**src/rtl/obi_arb_pkg.sv**
```systemverilog
// Shared types, constants and helpers for the OBI instruction/data memory arbiter.
package obi_arb_pkg;

    // Identifies which master a response (or the last grant) belongs to.
    typedef enum logic [1:0] {
        OWN_NONE  = 2'd0,
        OWN_INSTR = 2'd1,
        OWN_DATA  = 2'd2
    } owner_e;

    localparam logic [31:0] ERR_RDATA_DEFAULT = 32'hDEAD_BEEF;

    // True when a byte address falls inside the RAM window [base, base + 4*2^aw).
    // The subtraction wraps for addresses below base, which pushes them out of range.
    function automatic logic in_window(input logic [31:0] addr,
                                       input logic [31:0] base,
                                       input int unsigned aw);
        logic [32:0] off;
        logic [32:0] lim;
        off = {1'b0, addr - base};
        lim = 33'd1 << (aw + 32'd2);
        return off < lim;
    endfunction

endpackage

```
**src/rtl/rr_arb2.sv**
```systemverilog
// Two-way round-robin arbiter: index 0 is the instruction port, index 1 the data port.
module rr_arb2
    import obi_arb_pkg::*;
(
    input  logic       clk,
    input  logic       rstn,
    input  logic [1:0] req,
    input  logic       adv,
    output logic [1:0] gnt
);

    owner_e r_rr_last;
    owner_e w_rr_next;

    // Pick the winner; on a conflict the master that did not win last time goes first.
    always_comb begin
        gnt       = 2'b00;
        w_rr_next = r_rr_last;
        if (rstn) begin
            if (req == 2'b11) begin
                gnt = (r_rr_last == OWN_DATA) ? 2'b01 : 2'b10;
            end else begin
                gnt = req;
            end
        end
        if (adv) begin
            w_rr_next = gnt[1] ? OWN_DATA : OWN_INSTR;
        end
    end

    // Remember the most recent winner; starting at INSTR lets data win the first conflict.
    always_ff @(posedge clk or negedge rstn) begin
        if (!rstn) begin
            r_rr_last <= OWN_INSTR;
        end else begin
            r_rr_last <= w_rr_next;
        end
    end

endmodule

```
**src/rtl/obi_mem_arbiter.sv**
```systemverilog
// Shares one single-port 1-cycle SRAM between the instruction and data OBI ports,
// absorbing out-of-window accesses with an error response and a bus_err pulse.
module obi_mem_arbiter
    import obi_arb_pkg::*;
#(
    parameter int          MEM_AW    = 12,
    parameter logic [31:0] MEM_BASE  = 32'h0000_0000,
    parameter logic [31:0] ERR_RDATA = ERR_RDATA_DEFAULT
) (
    input  logic              clk,
    input  logic              rstn,
    input  logic              instr_req,
    input  logic [31:0]       instr_addr,
    output logic              instr_gnt,
    output logic              instr_rvalid,
    output logic [31:0]       instr_rdata,
    input  logic              data_req,
    input  logic              data_we,
    input  logic [3:0]        data_be,
    input  logic [31:0]       data_addr,
    input  logic [31:0]       data_wdata,
    output logic              data_gnt,
    output logic              data_rvalid,
    output logic [31:0]       data_rdata,
    output logic              mem_en,
    output logic [3:0]        mem_we,
    output logic [MEM_AW-1:0] mem_addr,
    output logic [31:0]       mem_wdata,
    input  logic [31:0]       mem_rdata,
    output logic              bus_err,
    output logic [31:0]       err_addr
);

    logic [1:0]  w_gnt;
    logic        w_any_gnt;
    logic        w_sel_data;
    logic        w_is_store;
    logic [31:0] w_addr;
    logic [31:0] w_off;
    logic        w_in_win;
    logic        w_unused_off;
    logic [31:0] w_rsp_rdata;

    owner_e      r_rsp_owner;
    logic        r_rsp_we;
    logic        r_rsp_oob;
    logic [31:0] r_err_addr;
    logic [31:0] r_instr_rdata;
    logic [31:0] r_data_rdata;

    rr_arb2 u_rr_arb2 (
        .clk  (clk),
        .rstn (rstn),
        .req  ({data_req, instr_req}),
        .adv  (w_any_gnt),
        .gnt  (w_gnt)
    );

    assign instr_gnt  = w_gnt[0];
    assign data_gnt   = w_gnt[1];
    assign w_any_gnt  = |w_gnt;
    assign w_sel_data = w_gnt[1];
    assign w_is_store = w_sel_data & data_we;
    assign w_addr     = w_sel_data ? data_addr : instr_addr;
    assign w_off      = w_addr - MEM_BASE;
    assign w_in_win   = in_window(w_addr, MEM_BASE, MEM_AW);

    // Byte-lane bits and bits above the window are intentionally dropped from the word address.
    assign w_unused_off = ^{w_off[1:0], w_off[31:MEM_AW+2]};

    // Drive the SRAM in the grant cycle; out-of-window accesses never touch it.
    always_comb begin
        mem_en    = 1'b0;
        mem_we    = 4'b0000;
        mem_addr  = w_off[MEM_AW+1:2];
        mem_wdata = data_wdata;
        if (w_any_gnt && w_in_win) begin
            mem_en = 1'b1;
            if (w_is_store) begin
                mem_we = data_be;
            end
        end
    end

    // Record who owns next cycle's response and what kind of response it is.
    always_ff @(posedge clk or negedge rstn) begin
        if (!rstn) begin
            r_rsp_owner <= OWN_NONE;
            r_rsp_we    <= 1'b0;
            r_rsp_oob   <= 1'b0;
            r_err_addr  <= 32'h0;
        end else if (w_any_gnt) begin
            r_rsp_owner <= w_sel_data ? OWN_DATA : OWN_INSTR;
            r_rsp_we    <= w_is_store;
            r_rsp_oob   <= !w_in_win;
            if (!w_in_win) begin
                r_err_addr <= w_addr;
            end
        end else begin
            r_rsp_owner <= OWN_NONE;
            r_rsp_we    <= 1'b0;
            r_rsp_oob   <= 1'b0;
        end
    end

    // Response data: stores return zero, out-of-window reads the error pattern, else the SRAM.
    always_comb begin
        w_rsp_rdata = mem_rdata;
        if (r_rsp_we) begin
            w_rsp_rdata = 32'h0;
        end else if (r_rsp_oob) begin
            w_rsp_rdata = ERR_RDATA;
        end
    end

    // Keep each port's last response so its rdata stays stable while the other port is served.
    always_ff @(posedge clk or negedge rstn) begin
        if (!rstn) begin
            r_instr_rdata <= 32'h0;
            r_data_rdata  <= 32'h0;
        end else begin
            if (r_rsp_owner == OWN_INSTR) begin
                r_instr_rdata <= w_rsp_rdata;
            end
            if (r_rsp_owner == OWN_DATA) begin
                r_data_rdata <= w_rsp_rdata;
            end
        end
    end

    assign instr_rvalid = (r_rsp_owner == OWN_INSTR);
    assign data_rvalid  = (r_rsp_owner == OWN_DATA);
    assign instr_rdata  = instr_rvalid ? w_rsp_rdata : r_instr_rdata;
    assign data_rdata   = data_rvalid ? w_rsp_rdata : r_data_rdata;
    assign bus_err      = (r_rsp_owner != OWN_NONE) && r_rsp_oob;
    assign err_addr     = r_err_addr;

endmodule
```
**config.mk**
```make
export PLATFORM = sky130hd
export DESIGN_NAME = obi_mem_arbiter
export DESIGN_NICKNAME = d
export VERILOG_FILES = /design/src/rtl/obi_arb_pkg.sv /design/src/rtl/rr_arb2.sv /design/src/rtl/obi_mem_arbiter.sv
export SDC_FILE = /design/constraint.sdc
export NUM_CORES = 1
export LEC_CHECK = 0
export BUFFER_PORTS_ARGS = -buffer_cell sky130_fd_sc_hd__buf_2
export CORE_AREA = 2 2 111 113
export CTS_CLUSTER_SIZE = 20
export DETAILED_ROUTE_END_ITERATION = 7
export DIE_AREA = 0 0 113 115
export GPL_TIMING_DRIVEN = 0
export PLACE_DENSITY = 0.84
export SYNTH_ARGS = -nofsm -noshare
export SYNTH_HDL_FRONTEND = slang
export SYNTH_SLANG_ARGS = --single-unit
export TNS_END_PERCENT = 30
```
**constraint.sdc**
```tcl
create_clock -name clk -period 5.9 [get_ports clk]
set_input_delay 0.59 -clock clk [delete_from_list [all_inputs] [get_ports clk]]
set_output_delay 0.59 -clock clk [all_outputs]
set_load 0.005 [all_outputs]
```
==> run metrics <==
Via density=4.87; worst-margin pin slew=0.831 ns; Crit path max-delay family=buffers and inverters; Routed Antenna Nets=0; worst skew pair latency=0.33 ns; H-tree levels=3; Gate Count Post-Synth=442; CP Data Arrival Time=2.94 ns; Ant. Diodes=0; Post-Route WL=14200 µm; Mapped Area=4840 µm²; Die W=113 µm; Async SR Flop Fraction=1.00; Setup crit end kind=output port; minimum clock period after layout=3.53 ns; relative slew slack=0.444; largest net degree at the start of global routing=67; # IOs=287; failing checks=design-rule violations; Cell variety after synth=29; clock sink count=102; synthesized net count=579; largest cells by area after synthesis=dfrtp_1 52%, mux2_4 7.1%, buf_4 6.8%, mux2_2 6.8%, o21ai_0 6.6%; Max FO, Critical Path=66; Yosys top cell area share=0.523; Worst-path clk slew=0.07 ns; CP Class=input port to output port; top post-synthesis cells by count=101 x dfrtp_1, 76 x nand2_1, 64 x o21ai_0; vias in the first global route=4292; Power Density=303 nW/µm²; Avg Inst Size Synth=10.9 µm²; Synth area leader=dfrtp_1; number of flops mapped to enable cells by yosys=0; most common cell in the netlist=dfrtp_1; Final #Nets=845; RSZ-0062 raised after global routing=no; synthesis-to-layout area growth=37.1%; setup violators final=0; core footprint=11800 µm²; Iteration-0 DRC Markers=246; Final Skew=0.00597 ns; CTS buffer count=9; Combinational Power Share=0.258; Initial Util=0.410; Leakage=0.00354 µW; cell chosen for the clock root=clkbuf_16; Max Freq=284 MHz; post-CTS sizing=0; die area=13000 µm²; CTS tree=yes; wire length per cell=16.5 µm; Worst Path Required=5.31 ns; max-slew violation count=0; Clock Path Buffers=2; Detailed Place HPWL=10900 µm; Total Routing Usage GR=0.215; period utilisation layout=0.598; most frequent CP cell=buf_4; Switching Fraction=0.280; NetSw=562 µW; gr ovfl total=0; share of layout cells above drive strength 1=0.526; clock share of power=0.301; hold slack=0.227 ns; Worst Reg-to-Reg Cells=5; first-pass GRT wire length=21800 µm; CP max stage cell=buf_4; reg-to-reg startpoint=u_rr_arb2.r_rr_last[0]; port bufs=254; Hold WC Path Type=input port to asynchronous set/reset pin; Int Pwr=1450 µW; crit path launch type=input port; Seq pwr share=0.441; DR DRC count=20; reg-to-reg slack, setup=3.62 ns; worst vdd ir=0.113 mV; Final GP Congestion=0.863; status=finished, violations left; drt pass-1 iters=7; Post-CTS Hold Buffers=0; Placement Rows=40; setup TNS=0 ns; setup bufs post-CTS=0; vias post-DR=4184; crit-path cells=buf_4, buf_16, and2_1, nand2_1, clkbuf_1, mux2_2, buf_4, buf_2; Worst Path Buf+Inv=5; max incr delay on CP=0.43 ns; ys flop type=dfrtp_1; post-synthesis sequential area ratio=0.528; max-cap check violation count=0; reg2reg end=err_addr[30]; synthesis-stage register bit count=102; Hold Vio Cnt, Final=0; Synth Warn #=0; initial antenna violation count=0; die height=115 µm
sequential cells by signal, indices dropped and copies added, names as in the netlist:
register             flops
err_addr                32
r_data_rdata            32
r_instr_rdata           32
r_rsp_owner              2
u_rr_arb2.r_rr_last      2
r_rsp_oob                1
r_rsp_we                 1
power by group through the flow:
stage | clock (µW) | combinational (µW) | sequential (µW)
detailed placement | 0 | 522 | 897
floorplan | 0 | 255 | 892
global route | 647 | 578 | 901
finish | 605 | 518 | 887
global placement | 0 | 508 | 894
CTS | 621 | 523 | 887
final cells by class:
| cell class | instances | area, µm² |
|---|---|---|
| Inverter | 10 | 37.5 |
| Fill cell | 1041 | 5180 |
| Timing Repair Buffer | 255 | 1300 |
| Buffer | 69 | 447 |
| Clock buffer | 11 | 253 |
| Clock inverter | 5 | 57.6 |
| Sequential cell | 102 | 2550 |
| Multi-Input combinational cell | 261 | 1800 |
| Tap cell | 147 | 184 |
logic make-up (layout without fill, tap and decap cells):
group                  Yosys count  count (layout)  synth area share
AO/OA/AOI/OAI                  102             102             0.129
AND/OR/NAND/NOR                101             101            0.0921
buffers and inverters           79             350             0.100
multiplexers                    58              58             0.151
flip-flops                     102             102             0.528
metal layers:
layer,track usage,routed length (µm),vias up,part of all wire
met2,0.385,7180,186,0.51
met3,0.0580,1140,6,0.081
met5,0,0,-,0
met1,0.261,5740,1996,0.41
li1,-,-,1996,-
met4,0.0512,110,0,0.0078
cells in the final DEF (no fill, tap or decap):
cell	instances
a2111oi_4	1
a21o_1	1
a21oi_1	2
a221oi_2	1
a22oi_1	1
and2_1	5
and3_1	3
and4_1	2
buf_1	3
buf_16	1
buf_2	253
buf_4	45
buf_6	3
bufinv_16	1
clkbuf_1	19
clkbuf_16	9
clkbuf_8	2
clkinv_2	1
clkinvlp_4	3
dfrtp_1	101
dfstp_2	1
inv_1	10
mux2_2	29
mux2_4	23
mux2i_1	6
nand2_1	76
nand2b_1	3
nand3b_1	1
nor2_1	3
nor4_1	7
o21a_1	1
o21ai_0	64
o21ai_2	1
o21bai_1	24
o22ai_1	6
or4_4	1
worst register-to-register path, cell delays in order, from the launching register on:
cell and delay (ns):
dfstp_2 0.37, nand3b_1 0.24, nand2_1 0.32, buf_1 0.57, mux2_2 0.41, mux2_4 0.25
worst max path at each step:
stage                         from            to  cells past startpoint
after detailed placement      rstn  mem_addr[10]                      8
final                         rstn  mem_addr[10]                      8
after CTS                     rstn  mem_addr[10]                      8
after global placement        rstn  mem_addr[10]                      7
after global routing          rstn   mem_addr[9]                      8
after floorplan           data_req  mem_addr[10]                      5
metrics by stage:
stage	instance area, µm²	power (µW)	util	worst slack [ns]	cells
5_1_grt	6630	2130	0.562	2.14	860
6_report	6630	2010	0.562	2.37	860
4_1_cts	6630	2030	0.562	2.30	860
3_3_place_gp	6290	1400	0.533	1.26	843
2_1_floorplan	4840	1150	-	3.49	442
3_5_place_dp	6320	1420	0.535	2.30	844
(Power assumes the default switching activity.)
